`src/rtl/hiscore_bridge_pkg.sv`:
```
`default_nettype none
// +-----------------------------------------------------------------------------+
// | Module   : hiscore_bridge_pkg                                               |
// | Purpose  : Shared types and constants for the high-score NVRAM bridge.      |
// |            Holds the bridge FSM state encoding and the default data_io      |
// |            index that selects a high-score transfer.                        |
// | Revision : 1.0 - initial release                                            |
// +-----------------------------------------------------------------------------+
package hiscore_bridge_pkg;

   // Bridge FSM states
   typedef enum logic [1:0] {
      ST_IDLE    = 2'd0,
      ST_HOLD    = 2'd1,
      ST_XFER    = 2'd2,
      ST_RELEASE = 2'd3
   } hs_state_e;

   // data_io index used for high-score load/save unless overridden
   localparam logic [7:0] HS_INDEX_DEFAULT = 8'hFF;

endpackage
`default_nettype wire

```
`src/rtl/hiscore_pause_timer.sv`:
```
`default_nettype none
// +-----------------------------------------------------------------------------+
// | Module   : hiscore_pause_timer                                              |
// | Purpose  : Down-counter that measures how long the core is held before the  |
// |            bridge starts touching the RAM.                                  |
// | Ports    : clk_sys  - system clock                                          |
// |            reset    - asynchronous active-high reset                        |
// |            load     - restart the count (PAUSE_CYC cycles until done)       |
// |            en       - count down one step this cycle                        |
// |            done     - high while the count has reached zero                 |
// | Revision : 1.0 - initial release                                            |
// +-----------------------------------------------------------------------------+
module hiscore_pause_timer #(
   parameter int PAUSE_CYC = 16
) (
   input  logic clk_sys,
   input  logic reset,
   input  logic load,
   input  logic en,
   output logic done
);

   localparam int               CNT_W    = (PAUSE_CYC > 1) ? $clog2(PAUSE_CYC) : 1;
   // Loading PAUSE_CYC-1 makes done rise on the PAUSE_CYC-th enabled cycle
   localparam logic [CNT_W-1:0] LOAD_VAL = CNT_W'(PAUSE_CYC - 1);

   logic [CNT_W-1:0] cnt_q;
   logic [CNT_W-1:0] cnt_d;

   always_comb begin
      cnt_d = cnt_q;
      if (load) begin
         cnt_d = LOAD_VAL;
      end else if (en && (cnt_q != '0)) begin
         cnt_d = cnt_q - CNT_W'(1);
      end
   end

   always_ff @(posedge clk_sys or posedge reset) begin
      if (reset) begin
         cnt_q <= '0;
      end else begin
         cnt_q <= cnt_d;
      end
   end

   assign done = (cnt_q == '0);

endmodule
`default_nettype wire

```
`src/rtl/hiscore_bridge.sv`:
```
`default_nettype none
// +-----------------------------------------------------------------------------+
// | Module   : hiscore_bridge                                                   |
// | Purpose  : Moves the high-score NVRAM image between the data_io transfer    |
// |            bus and a dual-port RAM, pausing the core CPU while it owns the  |
// |            RAM port and tracking whether the RAM was modified by the core.  |
// | Ports    : clk_sys, reset            - clock, async active-high reset       |
// |            ioctl_*                   - data_io download/upload bus          |
// |            core_pause / core_we      - core hold and core write strobe      |
// |            ram_addr/din/we/dout      - bridge-side RAM port (read lat. 1)   |
// |            dirty, checksum, busy     - status                               |
// | Revision : 1.0 - initial release                                            |
// +-----------------------------------------------------------------------------+
module hiscore_bridge
   import hiscore_bridge_pkg::*;
#(
   parameter int         ADDR_W    = 6,
   parameter logic [7:0] HS_INDEX  = HS_INDEX_DEFAULT,
   parameter int         PAUSE_CYC = 16
) (
   input  logic              clk_sys,
   input  logic              reset,
   input  logic              ioctl_download,
   input  logic              ioctl_upload,
   input  logic [7:0]        ioctl_index,
   input  logic              ioctl_wr,
   input  logic [24:0]       ioctl_addr,
   input  logic [7:0]        ioctl_dout,
   output logic [7:0]        ioctl_din,
   output logic              core_pause,
   input  logic              core_we,
   output logic [ADDR_W-1:0] ram_addr,
   output logic [7:0]        ram_din,
   output logic              ram_we,
   input  logic [7:0]        ram_dout,
   output logic              dirty,
   output logic [7:0]        checksum,
   output logic              busy
);

   hs_state_e         state_q, state_d;
   logic              active_q;
   logic              core_pause_q, core_pause_d;
   logic              ram_we_q, ram_we_d;
   logic [ADDR_W-1:0] ram_addr_q, ram_addr_d;
   logic [7:0]        ram_din_q, ram_din_d;
   logic [7:0]        checksum_q, checksum_d;
   logic              pend_q, pend_d;
   logic [ADDR_W-1:0] pend_addr_q, pend_addr_d;
   logic [7:0]        pend_data_q, pend_data_d;
   logic              dirty_q, dirty_d;
   logic              rd_q, rd_d;
   logic              oor_q, oor_d;
   logic [7:0]        ioctl_din_q, ioctl_din_d;

   logic              active;
   logic              active_rise;
   logic              is_dl;
   logic              is_ul;
   logic              in_range;
   logic              timer_load;
   logic              timer_done;

   assign active      = (ioctl_download | ioctl_upload) && (ioctl_index == HS_INDEX);
   assign active_rise = active & ~active_q;
   // Download takes precedence when both directions are asserted
   assign is_dl       = ioctl_download;
   assign is_ul       = ioctl_upload & ~ioctl_download;
   assign in_range    = ((ioctl_addr >> ADDR_W) == 25'd0);

   hiscore_pause_timer #(
      .PAUSE_CYC (PAUSE_CYC)
   ) u_pause_timer (
      .clk_sys (clk_sys),
      .reset   (reset),
      .load    (timer_load),
      .en      (state_q == ST_HOLD),
      .done    (timer_done)
   );

   always_comb begin
      state_d      = state_q;
      core_pause_d = core_pause_q;
      ram_we_d     = 1'b0;
      ram_addr_d   = ram_addr_q;
      ram_din_d    = ram_din_q;
      checksum_d   = checksum_q;
      pend_d       = pend_q;
      pend_addr_d  = pend_addr_q;
      pend_data_d  = pend_data_q;
      rd_d         = 1'b0;
      oor_d        = oor_q;
      timer_load   = 1'b0;

      case (state_q)
         ST_IDLE: begin
            if (active_rise) begin
               state_d      = ST_HOLD;
               core_pause_d = 1'b1;
               checksum_d   = 8'h00;
               pend_d       = 1'b0;
               timer_load   = 1'b1;
            end
         end
         ST_HOLD: begin
            // The core may still be finishing a RAM access, so an early write
            // is parked here (newest wins) and replayed once the hold expires.
            if (ioctl_wr && is_dl && in_range) begin
               pend_d      = 1'b1;
               pend_addr_d = ioctl_addr[ADDR_W-1:0];
               pend_data_d = ioctl_dout;
            end
            if (timer_done) begin
               state_d    = ST_XFER;
               ram_we_d   = pend_d;
               ram_addr_d = pend_addr_d;
               ram_din_d  = pend_data_d;
               if (pend_d) begin
                  checksum_d = checksum_q + pend_data_d;
               end
               pend_d = 1'b0;
            end
         end
         ST_XFER: begin
            if (!active) begin
               state_d      = ST_RELEASE;
               core_pause_d = 1'b0;
            end else if (is_dl) begin
               if (ioctl_wr && in_range) begin
                  ram_we_d   = 1'b1;
                  ram_addr_d = ioctl_addr[ADDR_W-1:0];
                  ram_din_d  = ioctl_dout;
                  checksum_d = checksum_q + ioctl_dout;
               end
            end else begin
               // Upload: the address goes straight to the RAM this cycle;
               // remember that a read is in flight and whether it is out of range.
               rd_d  = 1'b1;
               oor_d = ~in_range;
            end
         end
         ST_RELEASE: begin
            state_d = ST_IDLE;
         end
         default: begin
            state_d = ST_IDLE;
         end
      endcase

      // RAM data returns one cycle after the address; register it for data_io
      ioctl_din_d = ioctl_din_q;
      if (rd_q) begin
         ioctl_din_d = oor_q ? 8'h00 : ram_dout;
      end

      // The clear is applied during RELEASE (core already running again), so a
      // core write landing in that same cycle is not lost.
      dirty_d = dirty_q;
      if (core_we && !core_pause_q) begin
         dirty_d = 1'b1;
      end else if (state_q == ST_RELEASE) begin
         dirty_d = 1'b0;
      end
   end

   always_ff @(posedge clk_sys or posedge reset) begin
      if (reset) begin
         state_q      <= ST_IDLE;
         // Treat the bus as already active so a transfer still running across
         // reset is not mistaken for a fresh start.
         active_q     <= 1'b1;
         core_pause_q <= 1'b0;
         ram_we_q     <= 1'b0;
         ram_addr_q   <= '0;
         ram_din_q    <= 8'h00;
         checksum_q   <= 8'h00;
         pend_q       <= 1'b0;
         pend_addr_q  <= '0;
         pend_data_q  <= 8'h00;
         dirty_q      <= 1'b0;
         rd_q         <= 1'b0;
         oor_q        <= 1'b0;
         ioctl_din_q  <= 8'h00;
      end else begin
         state_q      <= state_d;
         active_q     <= active;
         core_pause_q <= core_pause_d;
         ram_we_q     <= ram_we_d;
         ram_addr_q   <= ram_addr_d;
         ram_din_q    <= ram_din_d;
         checksum_q   <= checksum_d;
         pend_q       <= pend_d;
         pend_addr_q  <= pend_addr_d;
         pend_data_q  <= pend_data_d;
         dirty_q      <= dirty_d;
         rd_q         <= rd_d;
         oor_q        <= oor_d;
         ioctl_din_q  <= ioctl_din_d;
      end
   end

   // Upload reads bypass the address register to meet the two-cycle read path
   assign ram_addr   = ((state_q == ST_XFER) && is_ul) ? ioctl_addr[ADDR_W-1:0] : ram_addr_q;
   assign ram_din    = ram_din_q;
   assign ram_we     = ram_we_q;
   assign core_pause = core_pause_q;
   assign dirty      = dirty_q;
   assign checksum   = checksum_q;
   assign ioctl_din  = ioctl_din_q;
   assign busy       = (state_q != ST_IDLE);

endmodule
`default_nettype wire

```
`config.mk`:
```
export PLATFORM = sky130hd
export DESIGN_NAME = hiscore_bridge
export DESIGN_NICKNAME = d
export VERILOG_FILES = /design/src/rtl/hiscore_bridge_pkg.sv /design/src/rtl/hiscore_pause_timer.sv /design/src/rtl/hiscore_bridge.sv
export SDC_FILE = /design/constraint.sdc
export NUM_CORES = 1
export LEC_CHECK = 0
export CAP_MARGIN = 20
export CORE_ASPECT_RATIO = 0.5
export CORE_MARGIN = 4
export CORE_UTILIZATION = 48
export DETAILED_ROUTE_END_ITERATION = 16
export PLACE_DENSITY = 0.81
export SLEW_MARGIN = 10
export SYNTH_ARGS = -nofsm -noshare
export SYNTH_HDL_FRONTEND = slang
export SYNTH_SLANG_ARGS = --single-unit
export TNS_END_PERCENT = 20
```
`constraint.sdc`:
```
create_clock -name clk_sys -period 4.35 [get_ports clk_sys]
set_input_delay 0.6525 -clock clk_sys [delete_from_list [all_inputs] [get_ports clk_sys]]
set_output_delay 0.6525 -clock clk_sys [all_outputs]
set_load 0.01 [all_outputs]
```
== Yosys cells after proc, flatten, opt, wreduce, memory -nomap -nowiden ==
Cells that the tools add are included.
Word-level totals
  register bits: 57
  bits in latches: 0
  RAM bits: 0
  ROM bits: 0
  output and inout bits: 34
  memories: 0
Operators by class
  $add $sub $neg: 3
  multipliers: 0
  div/mod/pow operators: 0
  order comparisons: 0
  equal/unequal tests: 11
  shift-type cells: 0
  muxes and demuxes: 48
  bitwise operators: 6
  reduce and logical (&&, ||, !) cells: 25
Operators by type and width (count)
  two-way mux 8 bit: 13
  two-way mux 6 bit: 6
  zero test 25 bit: 1
  one-hot mux 8 bit (3 select lines): 1
  two-way mux 1 bit: 17
  adder 8 bit: 2
  one-hot mux 8 bit (2 select lines): 1
  != test 2 bit (second input constant): 7
  one-hot mux 6 bit (2 select lines): 1
  nonzero test 2 bit: 6
  AND reduction 3 bit: 3
  == test 8 bit (second input constant): 1
  two-way mux 4 bit: 2
  one-hot mux 2 bit (4 select lines): 1
  logical AND 1 bit: 7
  AND reduction 7 bit: 1
  two-way mux 2 bit: 3
  one-hot mux 1 bit (2 select lines): 3
  AND reduction 5 bit: 1
  == test 2 bit (second input constant): 2
  zero test 4 bit: 1
  nonzero test 4 bit: 1
  subtractor 4 x 1 -> 4 bit (second input constant): 1
  NOT 1 bit: 3
  other kinds (7): 8

== Depth between registers and ports, before layout ==
  depth in word-level cells: 8
  depth in mapped cells: 17
  depth with buffers taken out: 14

== Modules after synthesis ==
Synthesis repeated with hierarchy kept, for this count alone.
Unflattened totals
  cell total of the unflattened synthesis: 287
  area, all modules: 3081.7 sq um
By module, submodules not included
  hiscore_bridge: instances 1, cells each 265, area each 2859.0 sq um, seq. area each 1327.5 sq um
  hiscore_pause_timer: instances 1, cells each 22, area each 222.7 sq um, seq. area each 100.1 sq um

== Worst setup path before layout ==
OpenSTA, ideal clock, no wires.
  path kind: in2reg
  start: input port ioctl_addr[20]
  end: register checksum_q[7], in the netlist checksum[7]
  setup time: 0.101 ns
  data arrival time: 3.275 ns
  required time: 4.249 ns
  setup slack: 0.974 ns
  stages: 13
  path buffers: 2
  path through: nor4_2 > nand3_1 > o21a_1 > buf_6 > buf_8 > mux2i_1 > inv_1 > ha_1 > a21oi_1 > o221ai_1 > o41ai_1 > xnor2_1 > o311ai_2
Between the ends
  longest elaborated chain between the ends: 8
  elaborated cells on any way between the ends: 14
  classes of those cells: 1 x add/sub; 2 x eq/ne; 7 x mux; 4 x reduce/logical
Ends and longest elaborated chain
  from (decl): RTL line hiscore_bridge.sv:27  | input logic [24:0] ioctl_addr,
  zero test 25 bit (*): RTL line hiscore_bridge.sv:69  | assign in_range = ((ioctl_addr >> ADDR_W) == 25'd0);
  logical AND 1 bit: RTL line hiscore_bridge.sv:108  | if (ioctl_wr && is_dl && in_range) begin
  two-way mux 8 bit: RTL line hiscore_bridge.sv:108
  two-way mux 8 bit: RTL line hiscore_bridge.sv:95  | case (state_q)
  adder 8 bit: RTL line hiscore_bridge.sv:119  | checksum_d = checksum_q + pend_data_d;
  two-way mux 8 bit: RTL line hiscore_bridge.sv:118  | if (pend_d) begin
  two-way mux 8 bit: RTL line hiscore_bridge.sv:113  | if (timer_done) begin
  one-hot mux 8 bit (3 select lines): RTL line hiscore_bridge.sv:95
  to (signal assigned): RTL line hiscore_bridge.sv:191  | checksum_q <= checksum_d;
  to (decl): RTL line hiscore_bridge.sv:47  | logic [7:0] checksum_q, checksum_d;
Mark *: on every way between the ends. The rest lies on a longest branch, timed or not. The select of a mux whose other input is x is not followed.
A chain may end at the register's enable or synchronous reset.

== Worst setup path after layout ==
  start: input port ioctl_addr[12]
  end: register checksum_q[7], in the netlist checksum[7]
Same word-level chain as after synthesis.

==> results.cfg <==
[sta]
rsz0062_at_grt = no
maxSlewViolCount = 0
max_freq_mhz = 263
worstMarginPinSlew_ns = 0.677
finalClockSkew_ns = 0.00502
setup_viol_count_final = 0
worst_slack_ns = 0.554
whs_ns = 0.487
layout_min_cycle_time_ns = 3.80
hold_violations = 0
min_period_over_period = 0.873
setup-tns-final_ns = 0
relSlewSlack = 0.548

[synthesis]
yosysSeqAreaShare = 0.469
yosysWarnings = 0
syn-cell-area_um2 = 3040
synth_edf_count = 0
async_reset_ff_frac = 1.00
ys_ff_latch = 57
ys_types = 44
synth_top_flop_cell = dfrtp_1
synth_fp_nets = 352
syn_avg_cell_area_um2 = 10.7
syn_inst = 284

[die]
ioPinCount = 89
die-area_um2 = 7750
die_h_um = 64.3
core_um2 = 6110
start_util = 0.498
rows = 20
die_x_um = 121

[detailed_routing]
routed_wl_mm = 7.52
routedWlPerCell_um = 15.9
drt_iter0_drc = 130
post-route-drc-count = 0
drt_pass1_iterations = 4
vias = 2446
avgViaCountPerCell = 5.18
ant_nets = 0

[setup_path]
cp-start-kind = input pin
worst_path_max_delay_cell = o41ai_1
cp_top_family = compound AO/OA/AOI/OAI gates
cp-end-kind = register
criticalPathCategory = input pin to register
max_stage_delay_ns = 0.50
cp_cell_sequence = clkdlybuf4s50_1 > nor4_1 > nand4_1 > o21a_1 > buf_4 > mux2_4 > ha_1 > a21oi_1 > o221ai_1 > o41ai_1 > xnor2_1 > o311ai_2
crit_fanout = 5
cp_data_arrival_time_ns = 4.02
crit_buf_inv = 2
crit_required_ns = 4.57

[place]
placedCellCount = 456
gp_congestion = 0.896
placed_cell_area_um2 = 4010
dp_worst_setup_slack_ns = 0.320
place_hpwl_mm = 5.81
io_buffers = 88

[clock_network]
path_clk_slew_ns = 0.05
tritoncts = built
clk_path_buf_depth = 2
cts_resized = 0
clock_latency_ns = 0.33
postCtsHoldBufs = 0
post-cts-setup-buffer-count = 0
htree_levels = 3
numCtsBuffers = 9
clock_sinks = 57
ctsRootBufferMaster = clkbuf_16

[cells_and_area]
drive_gt1_frac = 0.154
final_cells = 472
final_common_cell = clkdlybuf4s50_1
multiInputGateArea_um2 = 1460
mostFrequentLayoutCells = clkdlybuf4s50_1 (88), dfrtp_1 (56), nand2_1 (29), mux2_2 (29)
utilization = 0.705
postLayoutCellArea_um2 = 4300
nets = 447
nFillCells = 453
syn_to_final_growth_pct = 41.5
layout.area.seq_um2 = 1430
insertedDiodeCount = 0

[global_route]
grt_pass1_wl_mm = 12.8
overflow = 0
first_global_vias = 2652
antenna_found_initial = 0
grtUsageTotal = 0.213
grt_max_degree = 34

[hold_path]
hold_path_class = register to register

[pwr]
power.density_nw_per_um2 = 535
ir_drop_mv = 0.327
p_total_mw = 2.30
p_leak_nw = 1.96

[run_status]
status = finished, final reports clean

[run]
max_cap_viol_count = 0
cells by family (layout without fill, tap and decap cells):
family,count (synthesis),in the layout,synth area share
AO/OA/AOI/OAI,53,53,0.109
XOR/XNOR,3,3,0.00864
adder cells (fa/ha/maj),13,13,0.0559
buffers and inverters,33,133,0.0498
flip-flops,57,57,0.469
multiplexers,41,41,0.156
AND/OR/NAND/NOR,84,84,0.151
flip-flops by register name, summed over array words and instances (netlist names):
signal               flops
u_pause_timer.cnt_q      4
ioctl_din                8
checksum                 8
ram_addr_q               6
oor_q                    1
dirty                    1
pend_addr_q              6
pend_data_q              8
active_q                 1
ram_we                   1
rd_q                     1
state_q                  2
ram_din                  8
core_pause               1
pend_q                   1
final timing paths:
kind                            cells past startpoint  slack [ns]            end      startpoint
worst max-delay path                               12        0.55    checksum[7]  ioctl_addr[12]
worst min-delay path                                2        0.49  ram_addr_q[4]   ram_addr_q[4]
worst max register to register                     12        0.87    checksum[7]      state_q[0]
worst min register to register                      2        0.49  ram_addr_q[4]   ram_addr_q[4]
max in group asynchronous                           3        2.82    checksum[2]           reset
min in group asynchronous                           2        0.75   ioctl_din[6]           reset
cell usage after synthesis, types with 3 or more instances:
cell      number  area (um2)
dfrtp_1       56        1400
mux2_2        29         327
nand2_1       29         109
inv_1         25        93.8
o21ai_0       25         125
ha_1          12         150
nand3b_1      10        75.1
nor2_1        10        37.5
a21oi_1        9        45.0
mux2i_1        8        80.1
nor2b_1        6        37.5
nor3_1         5        25.0
nor4_1         5        31.3
o41ai_1        5        43.8
nand3_1        4        20.0
o21a_1         4        30.0
and3_1         3        18.8
clkbuf_1       3        11.3
mux2_4         3        45.0
power by group:
part           total (mW)  internal, mW  switching (mW)
Sequential          0.701         0.628          0.0729
Clock               0.697         0.456           0.241
Combinational       0.904         0.436           0.468
area by class of cell:
class | instances | area share
clock inverters | 5 | 0.0128
clock buffers | 11 | 0.0564
inverters | 25 | 0.0218
well taps | 88 | 0.0256
flip-flops and latches | 57 | 0.332
repair buffers | 92 | 0.212
multi-input cells | 194 | 0.340
metal layers:
layer | global-route usage | part of all wire | wire, um
met1 | 0.243 | 0.41 | 3100
met5 | 0 | 0 | 0
met4 | 0.0833 | 0.013 | 95
met3 | 0.0690 | 0.044 | 329
met2 | 0.375 | 0.53 | 4000
worst register-to-register path: cells and delay by family, from the launching register on:
kind,cells,cell delay [ns]
multiplexers,1,0.36
AO/OA/AOI/OAI,4,1.31
buffers and inverters,4,0.52
adder cells (fa/ha/maj),2,0.61
flip-flops,1,0.39
XOR/XNOR,1,0.18
Note: power is estimated with default switching activity, not from simulation.
